### src/rtl/fp32_divider_if.sv
// fp32_divider_if: start/done handshake, operands, result and status flags of the fp32 divider.
interface fp32_divider_if;
    logic        start_i;
    logic [31:0] a_i;
    logic [31:0] b_i;
    logic [31:0] quotient_o;
    logic        done_o;
    logic        busy_o;
    logic        nan_o;
    logic        infinit_o;
    logic        overflow_o;
    logic        underflow_o;
    logic        div_by_zero_o;

    modport master (
        output start_i, a_i, b_i,
        input  quotient_o, done_o, busy_o, nan_o, infinit_o, overflow_o, underflow_o, div_by_zero_o
    );

    modport slave (
        input  start_i, a_i, b_i,
        output quotient_o, done_o, busy_o, nan_o, infinit_o, overflow_o, underflow_o, div_by_zero_o
    );
endinterface

### src/rtl/fp32_divider.sv
// fp32_divider: sequential IEEE-754 single divider, restoring mantissa divide one quotient bit per cycle,
// round-to-nearest-even, subnormals flushed to zero.
module fp32_divider #(
    parameter logic [31:0] QNAN_VALUE = 32'h7FC00000
) (
    input logic            clk,
    input logic            rst_n,
    fp32_divider_if.slave  bus
);
    typedef enum logic [2:0] {IDLE, UNPACK, DIVIDE, NORM, PACK, DONE} state_t;

    state_t             r_state, w_next;
    logic [31:0]        r_a, r_b, r_quot;
    logic               r_sign, r_nan, r_inf, r_ovf, r_unf, r_dbz, r_guard, r_sticky;
    logic signed [9:0]  r_exp;
    logic [25:0]        r_q;
    logic [23:0]        r_rem;
    logic [22:0]        r_frac;
    logic [4:0]         r_cnt;

    logic               w_za, w_zb, w_ia, w_ib, w_na, w_nb, w_spec, w_sgn, w_ge0, w_ge, w_rnd;
    logic [23:0]        w_ma, w_mb, w_sum;
    logic [24:0]        w_sh;
    logic signed [9:0]  w_exp_r;

    assign w_za    = r_a[30:23] == 8'd0;
    assign w_zb    = r_b[30:23] == 8'd0;
    assign w_ia    = r_a[30:23] == 8'hFF && r_a[22:0] == 23'd0;
    assign w_ib    = r_b[30:23] == 8'hFF && r_b[22:0] == 23'd0;
    assign w_na    = r_a[30:23] == 8'hFF && r_a[22:0] != 23'd0;
    assign w_nb    = r_b[30:23] == 8'hFF && r_b[22:0] != 23'd0;
    assign w_spec  = w_za | w_zb | (r_a[30:23] == 8'hFF) | (r_b[30:23] == 8'hFF);
    assign w_sgn   = r_a[31] ^ r_b[31];
    assign w_ma    = {1'b1, r_a[22:0]};
    assign w_mb    = {1'b1, r_b[22:0]};
    // The top quotient bit is resolved during UNPACK so DIVIDE needs only 25 more cycles.
    assign w_ge0   = w_ma >= w_mb;
    assign w_sh    = {r_rem, 1'b0};
    assign w_ge    = w_sh >= {1'b0, w_mb};
    assign w_rnd   = r_guard & (r_sticky | r_frac[0]);
    assign w_sum   = {1'b0, r_frac} + {23'd0, w_rnd};
    assign w_exp_r = r_exp + $signed({9'd0, w_sum[23]});

    always_ff @(posedge clk)
        if (!rst_n) r_state <= IDLE;
        else        r_state <= w_next;

    always_comb begin
        w_next = r_state;
        case (r_state)
            IDLE:    if (bus.start_i) w_next = UNPACK;
            UNPACK:  w_next = w_spec ? DONE : DIVIDE;
            DIVIDE:  if (r_cnt == 5'd24) w_next = NORM;
            NORM:    w_next = PACK;
            PACK:    w_next = DONE;
            default: w_next = IDLE;
        endcase
    end

    always_comb begin
        bus.done_o = r_state == DONE;
        bus.busy_o = r_state != IDLE;
    end

    always_ff @(posedge clk) begin
        if (!rst_n) begin
            {r_a, r_b, r_quot, r_q, r_rem, r_frac, r_cnt, r_exp} <= '0;
            {r_sign, r_nan, r_inf, r_ovf, r_unf, r_dbz, r_guard, r_sticky} <= '0;
        end else begin
            case (r_state)
                IDLE: if (bus.start_i) begin
                    r_a <= bus.a_i;
                    r_b <= bus.b_i;
                    {r_nan, r_inf, r_ovf, r_unf, r_dbz} <= '0;
                end
                UNPACK: begin
                    r_sign <= w_sgn;
                    r_exp  <= $signed({2'b00, r_a[30:23]}) - $signed({2'b00, r_b[30:23]}) + 10'sd127;
                    r_rem  <= w_ge0 ? w_ma - w_mb : w_ma;
                    r_q    <= {25'd0, w_ge0};
                    r_cnt  <= 5'd0;
                    if (w_na | w_nb | (w_za & w_zb) | (w_ia & w_ib)) begin
                        r_quot <= QNAN_VALUE;
                        r_nan  <= 1'b1;
                    end else if (w_ia) begin
                        r_quot <= {w_sgn, 8'hFF, 23'd0};
                        r_inf  <= 1'b1;
                    end else if (w_zb) begin
                        r_quot <= {w_sgn, 8'hFF, 23'd0};
                        r_inf  <= 1'b1;
                        r_dbz  <= 1'b1;
                    end else if (w_za | w_ib)
                        r_quot <= {w_sgn, 31'd0};
                end
                DIVIDE: begin
                    r_rem <= w_ge ? 24'(w_sh - {1'b0, w_mb}) : w_sh[23:0];
                    r_q   <= {r_q[24:0], w_ge};
                    r_cnt <= r_cnt + 5'd1;
                end
                NORM: begin
                    r_frac   <= r_q[25] ? r_q[24:2] : r_q[23:1];
                    r_guard  <= r_q[25] ? r_q[1] : r_q[0];
                    r_sticky <= (r_q[25] & r_q[0]) | (|r_rem);
                    if (!r_q[25]) r_exp <= r_exp - 10'sd1;
                end
                PACK: begin
                    if (w_exp_r >= 10'sd255) begin
                        r_quot <= {r_sign, 8'hFF, 23'd0};
                        r_ovf  <= 1'b1;
                        r_inf  <= 1'b1;
                    end else if (w_exp_r <= 10'sd0) begin
                        r_quot <= {r_sign, 31'd0};
                        r_unf  <= 1'b1;
                    end else
                        r_quot <= {r_sign, w_exp_r[7:0], w_sum[22:0]};
                end
                default: ;
            endcase
        end
    end

    assign bus.quotient_o    = r_quot;
    assign bus.nan_o         = r_nan;
    assign bus.infinit_o     = r_inf;
    assign bus.overflow_o    = r_ovf;
    assign bus.underflow_o   = r_unf;
    assign bus.div_by_zero_o = r_dbz;
endmodule

### src/flat_wrapper.sv
// flat-port wrapper written by rule: the top's interface ports become plain ports
module fp32_divider_flat 
#(
    parameter logic [31:0] QNAN_VALUE = 32'h7FC00000
)
  (clk, rst_n, bus_start_i, bus_a_i, bus_b_i, bus_quotient_o, bus_done_o, bus_busy_o, bus_nan_o, bus_infinit_o, bus_overflow_o, bus_underflow_o, bus_div_by_zero_o);
  fp32_divider_if bus_i ();
  input logic clk;
  input logic rst_n;
  input wire logic [$bits(bus_i.start_i)-1:0] bus_start_i;
  input wire logic [$bits(bus_i.a_i)-1:0] bus_a_i;
  input wire logic [$bits(bus_i.b_i)-1:0] bus_b_i;
  output wire logic [$bits(bus_i.quotient_o)-1:0] bus_quotient_o;
  output wire logic [$bits(bus_i.done_o)-1:0] bus_done_o;
  output wire logic [$bits(bus_i.busy_o)-1:0] bus_busy_o;
  output wire logic [$bits(bus_i.nan_o)-1:0] bus_nan_o;
  output wire logic [$bits(bus_i.infinit_o)-1:0] bus_infinit_o;
  output wire logic [$bits(bus_i.overflow_o)-1:0] bus_overflow_o;
  output wire logic [$bits(bus_i.underflow_o)-1:0] bus_underflow_o;
  output wire logic [$bits(bus_i.div_by_zero_o)-1:0] bus_div_by_zero_o;
  assign bus_i.start_i = bus_start_i;
  assign bus_i.a_i = bus_a_i;
  assign bus_i.b_i = bus_b_i;
  assign bus_quotient_o = bus_i.quotient_o;
  assign bus_done_o = bus_i.done_o;
  assign bus_busy_o = bus_i.busy_o;
  assign bus_nan_o = bus_i.nan_o;
  assign bus_infinit_o = bus_i.infinit_o;
  assign bus_overflow_o = bus_i.overflow_o;
  assign bus_underflow_o = bus_i.underflow_o;
  assign bus_div_by_zero_o = bus_i.div_by_zero_o;
  fp32_divider #(.QNAN_VALUE(QNAN_VALUE)) u_core (.clk(clk), .rst_n(rst_n), .bus(bus_i));
endmodule
### config.mk
export PLATFORM = sky130hd
export DESIGN_NAME = fp32_divider_flat
export DESIGN_NICKNAME = d
export VERILOG_FILES = /design/src/rtl/fp32_divider_if.sv /design/src/rtl/fp32_divider.sv /design/src/flat_wrapper.sv
export SDC_FILE = /design/constraint.sdc
export NUM_CORES = 1
export LEC_CHECK = 0
export CELL_PAD_IN_SITES_DETAIL_PLACEMENT = 0
export CELL_PAD_IN_SITES_GLOBAL_PLACEMENT = 1
export CORE_MARGIN = 3
export CORE_UTILIZATION = 40
export CTS_CLUSTER_SIZE = 14
export DETAILED_ROUTE_END_ITERATION = 8
export DONT_BUFFER_PORTS = 1
export PLACE_DENSITY = 0.72
export SLEW_MARGIN = 20
export SYNTH_ARGS = -nofsm -noshare
export SYNTH_HDL_FRONTEND = slang
export SYNTH_SLANG_ARGS = --single-unit
### constraint.sdc
create_clock -name clk -period 3.8 [get_ports clk]
set_input_delay 0.38 -clock clk [delete_from_list [all_inputs] [get_ports clk]]
set_output_delay 0.38 -clock clk [all_outputs]
set_load 0.02 [all_outputs]
Yosys cells after proc, flatten, opt, wreduce, memory -nomap -nowiden
Cells that the tools add are included.
{"block": "op_classes", "n_addsub": 8, "multipliers": 0, "div_mod_pow": 0, "order_cmp": 4, "eq_ne": 20, "n_shift": 0, "muxes": 35, "bitwise_logic": 14, "n_reduce_logical": 28}
{"op": "two-way mux 32 bit", "n": 4}
{"op": "one-hot mux 32 bit (2 select lines)", "n": 1}
{"op": "two-way mux 31 bit", "n": 2}
{"op": "one-hot mux 26 bit (2 select lines)", "n": 1}
{"op": "two-way mux 24 bit", "n": 2}
{"op": "one-hot mux 24 bit (2 select lines)", "n": 1}
{"op": "subtractor 24 bit", "n": 2}
{"op": "logical NOT 23 bit", "n": 2}
{"op": "nonzero test 23 bit", "n": 2}
{"op": ">= comparator 25 x 24 -> 1 bit", "n": 1}
{"op": "adder 23 x 1 -> 24 bit", "n": 1}
{"op": ">= comparator 24 bit", "n": 1}
{"op": "OR reduction 24 bit", "n": 1}
{"op": "two-way mux 23 bit", "n": 1}
{"op": "one-hot mux 10 bit (2 select lines)", "n": 1}
{"op": "== test 8 bit (second input constant)", "n": 2}
{"op": "logical NOT 8 bit", "n": 2}
{"op": "one-hot mux 3 bit (5 select lines)", "n": 1}
{"op": "two-way mux 1 bit", "n": 11}
{"op": "adder 10 x 2 -> 10 bit", "n": 1}
{"op": "adder 10 x 8 -> 10 bit (second input constant)", "n": 1}
{"op": ">= comparator 10 x 9 -> 1 bit (second input constant)", "n": 1}
{"op": "less-or-equal comparator 10 x 1 -> 1 bit (second input constant)", "n": 1}
{"op": "two-way mux 10 bit", "n": 1}
{"op": "other kinds (26)", "n": 65}
{"block": "word_totals", "reg_bits": 195, "latchBits": 0, "ramBits": 0, "romBits": 0, "in_bits": 67, "out_inout_bits": 39, "word_cells": 126, "n_memories": 0}

Logic depth before layout (Yosys ltp)
Gate-level depths: netlist (run 1).
{"block": "depth", "ltp_word": 8, "mapped_depth": 19}

Least setup slack after synthesis (run 1)
No wires, ideal clock.
{"block": "synth_path", "path_type": "register -> register", "startpoint": "reg u_core.r_frac[0]", "endpoint": "reg u_core.r_quot[2] (netlist: u_core.bus.quotient_o[2])", "arrival_ns": 3.775, "required_ns": 3.672, "setup_slack_ns": -0.102, "path_stages_with_launch": 20, "n_path_buf": 2, "cell_sequence": "dfxtp_1 o21a_1 ha_1 nand3_1 or4_1 nor2_1 and4_1 and2_1 ha_1 nand3_2 nor3_2 and3_4 xnor2_4 o311ai_1 o21bai_2 and3_1 buf_4 buf_4 a22oi_1 nor2_1"}
{"block": "synth_between", "elab_chain_cells": 8, "elab_cells_between_ends": 9}
{"item": "from (decl)", "line": "fp32_divider.sv:18", "text": "logic [22:0] r_frac;"}
{"item": "from (signal assigned)", "line": "fp32_divider.sv:101", "text": "r_frac <= r_q[25] ? r_q[24:2] : r_q[23:1];"}
{"item": "OR 1 bit", "line": "fp32_divider.sv:40", "text": "assign w_rnd = r_guard & (r_sticky | r_frac[0]);"}
{"item": "AND 1 bit", "line": "fp32_divider.sv:40"}
{"item": "adder 23 x 1 -> 24 bit (*)", "line": "fp32_divider.sv:41", "text": "assign w_sum = {1'b0, r_frac} + {23'd0, w_rnd};"}
{"item": "adder 10 x 2 -> 10 bit", "line": "fp32_divider.sv:42", "text": "assign w_exp_r = r_exp + $signed({9'd0, w_sum[23]});"}
{"item": "less-or-equal comparator 10 x 1 -> 1 bit", "line": "fp32_divider.sv:111", "text": "end else if (w_exp_r <= 10'sd0) begin"}
{"item": "two-way mux 31 bit", "line": "fp32_divider.sv:111"}
{"item": "two-way mux 31 bit (*)", "line": "fp32_divider.sv:107", "text": "if (w_exp_r >= 10'sd255) begin"}
{"item": "one-hot mux 32 bit (2 select lines) (*)", "line": "fp32_divider.sv:70", "text": "case (r_state)"}
{"item": "to (signal assigned)", "line": "fp32_divider.sv:108", "text": "r_quot <= {r_sign, 8'hFF, 23'd0};"}
{"item": "to (signal assigned)", "line": "fp32_divider.sv:112", "text": "r_quot <= {r_sign, 31'd0};"}
{"item": "to (signal assigned)", "line": "fp32_divider.sv:115", "text": "r_quot <= {r_sign, w_exp_r[7:0], w_sum[22:0]};"}
{"item": "to (decl)", "line": "fp32_divider.sv:13", "text": "logic [31:0] r_a, r_b, r_quot;"}
Every way passes the cells marked *; elsewhere a longest branch is shown, timed or not.
A chain may end at the register's enable or synchronous reset.

Worst setup path after layout (run 1)
{"block": "layout_path", "startpoint": "reg u_core.r_frac[0]", "endpoint": "reg u_core.r_quot[12] (netlist: u_core.bus.quotient_o[12])"}
Same word-level chain as after synthesis.

==> results.cfg, run 1 <==
[place]
numPlacedInstances = 1853
gp_congestion = 0.8295
dpl-instance-area_um2 = 12210
place_ws_ns = -0.03942
port_buffers = 0
dpl.hpwl_mm = 24.55

[cts]
clock_latency_ns = 0.44
clkSlewWorstSetupHoldPaths_ns = 0.08
cts_buffers = 17
cts_tree = done
cts.sinks = 195
clockBufferDepth = 2
clock-root-buffer = clkbuf_16
htreeDepth = 4

[setup_path]
crit_path_end_kind = flip-flop
critPathMaxFanout = 22
critical_path_class = reg -> reg
r2r_start = u_core.r_frac[0]
required_ns = 4.12
reg2reg_slack_ns = 0.19
critPathArrivalTime_ns = 3.94
startpoint = u_core.r_frac[0]
critPathLaunchType = flip-flop

[global_route]
grt_pass1_wl_mm = 52.97
grt_max_degree = 92
grt-ovfl-total = 0
grtUsageTotal = 0.2074
grt_pass1_vias = 9802
antenna_found_initial = 0

[route]
wl_met1_mm = 15.32
drt-vias-per-instance = 5.589
dr.pass1.iters = 6
drtAntennaViolNets = 0
drt_iter0_drc = 614
top_layer = met4
wl_per_cell_um = 17.46
vias = 10550
drc = 0
wl_met3_mm = 1.071
wl_met2_mm = 15.89
wl_mm = 32.96

[sta]
tightest_slew_ns = 0.9516
fmax_mhz = 276.8
setup_viol = 0
final.period_utilization = 0.9506
hold_viol = 0
max_slew_margin = 0.3649
drv_slew = 0
whs_ns = 0.06519
finClkSkew_ns = 0.01107
layout_setup_ws_ns = 0.1876
finalCriticalPeriod_ns = 3.612

[layout]
mostFrequentLayoutCell = nand2_1
final_cells = 1887
antenna_cells = 0
drive_gt1_frac = 0.08250
fin_area_um2 = 12960
syn_to_final_growth_pct = 9.119
final_cell_mix = nand2_1, dfxtp_1, nor2_1, a21oi_1, inv_1
final_nets = 1622

[logic_synthesis]
synth_edf_count = 0
synth.area.top_cells = dfxtp_1, nand2_1, a21oi_1
syn_avg_cell_area_um2 = 7.740
synth_cells = 1535
ys_seq_area_frac = 0.3286
syn_nets = 1667
async_flop_share = 0
synth_top_cell_by_area = dfxtp_1
yosys.cell_types.count = 81
synth_top_area_frac = 0.3286
netlist_area_um2 = 11880
ys_seq_elements = 195
yosysWarnings = 0
synthFlopType = dfxtp_1

[floorplanning]
dieArea_um2 = 31810
core_um2 = 29010
io_pins = 106
core.rowCount = 62
die_w_um = 178.3
die_y_um = 178.3
start_util = 0.4095

[power_and_ir_drop]
seqPwrFrac = 0.291
p_sw_mw = 4.250
internal_power_mw = 5.329
sw_frac_of_total = 0.4437
powerDensity_nw_per_um2 = 738.8
pwr-share-clk = 0.194
leakage_nw = 4.740
pwr-share-comb = 0.514
vdd_ir_drop_max_uv = 342.3

[worst_hold_path]
min_from = bus_b_i[21]
worstHoldPathType = in -> reg

[outcome]
outcome = complete, no violations

[job]
cap_violations = 0
[state kept, by name, indices dropped and copies added, names as in the netlist]
name / cells
u_core.r_b: 32
u_core.bus.underflow_o: 1
u_core.r_guard: 1
u_core.bus.infinit_o: 1
u_core.r_q: 26
u_core.bus.div_by_zero_o: 1
u_core.r_exp: 10
u_core.r_a: 32
u_core.r_cnt: 5
u_core.bus.nan_o: 1
u_core.r_rem: 24
u_core.r_sticky: 1
u_core.r_sign: 1
u_core.r_state: 3
u_core.bus.quotient_o: 32
u_core.r_frac: 23
u_core.bus.overflow_o: 1
[timing repair]
item                                   in CTS  in global routing
hold buffers                                0                  0
pin swaps                                   0                  4
endpoints found under the hold margin       0                  0
buffers inserted                            0                  2
resized for setup                           2                 25
setup endpoints to repair                  23                 33
[area by class of cell]
class / instances / area, um^2
well taps: 384 / 480.5
multi-input cells: 1185 / 7503
repair buffers: 27 / 227.7
clock buffers: 18 / 429.2
fillers: 2979 / 16050
flip-flops and latches: 195 / 3906
clock inverters: 14 / 175.2
inverters: 64 / 242.7
[metrics by stage]
stage                 util  total power, mW  setup TNS [ns]
floorplan                -            6.572               0
global placement    0.4208            7.649               0
detailed placement  0.4208            7.668         -0.6234
CTS                 0.4419            9.560               0
global route        0.4469            10.37        -0.05317
finish              0.4469            9.579               0
[cell families (layout without fill, tap and decap cells)]
family,count (synthesis),in the layout,synth area share
XOR/XNOR,73,73,0.05539
adder cells (fa/ha/maj),65,65,0.07035
multiplexers,43,43,0.03654
AND/OR/NAND/NOR,571,571,0.2156
flip-flops,195,195,0.3286
buffers and inverters,155,123,0.05371
AO/OA/AOI/OAI,433,433,0.2399
[power by group through the flow]
stage	sequential (mW)	clock [mW]	combinational, mW
floorplan	2.64	0	3.94
global placement	2.83	0	4.82
detailed placement	2.83	0	4.84
CTS	2.78	1.91	4.87
global route	2.84	1.99	5.53
finish	2.79	1.86	4.93
[worst max-delay path, stage by stage, from the launching register on]
cell and delay, ns:
dfxtp_2 0.34, o21a_1 0.12, ha_2 0.19, nand3_2 0.09, or4_4 0.51, nor2_4 0.13
and4_4 0.24, and2_4 0.16, ha_4 0.14, nand3_4 0.11, nor3_4 0.19, and3_4 0.23
xnor2_4 0.12, o311ai_2 0.13, o21bai_4 0.22, and3_4 0.22, buf_12 0.15, a22oi_1 0.14
nor2_1 0.06
[layer usage]
metal	GRT usage	vias up
li1	-	5397
met3	0.03235	30
met1	0.2734	4943
met2	0.3511	176
met4	0.05844	0
met5	0	-
[path summary, 6_finish.rpt]
kind                          endpoint  depth (start not counted)
min                     u_core.r_b[21]                          2
min reg2reg              u_core.r_b[9]                          2
max          u_core.bus.quotient_o[12]                         18
max reg2reg  u_core.bus.quotient_o[12]                         18
[synth_stat cells, drive strengths merged, types with 20 or more instances]
cell type / n
a211oi: 44
a21oi: 162
a22oi: 49
buf: 33
clkbuf: 58
dfxtp: 195
ha: 62
inv: 63
mux2i: 40
nand2: 222
nand3: 39
nand4: 20
nor2: 169
nor3: 31
nor4: 27
o21ai: 58
xnor2: 48
xor2: 25
Note: power is estimated with default switching activity, not from simulation.
==> run 2: changes to the inputs <==
--- a/config.mk
+++ b/config.mk
@@ -13,6 +13,8 @@
 export DETAILED_ROUTE_END_ITERATION = 8
 export DONT_BUFFER_PORTS = 1
 export PLACE_DENSITY = 0.72
+export SKIP_CTS_REPAIR_TIMING = 1
+export SKIP_LAST_GASP = 1
 export SLEW_MARGIN = 20
 export SYNTH_ARGS = -nofsm -noshare
 export SYNTH_HDL_FRONTEND = slang
==> results of run 2 <==
Final layout, timing and power as in run 1 (identical DEF).
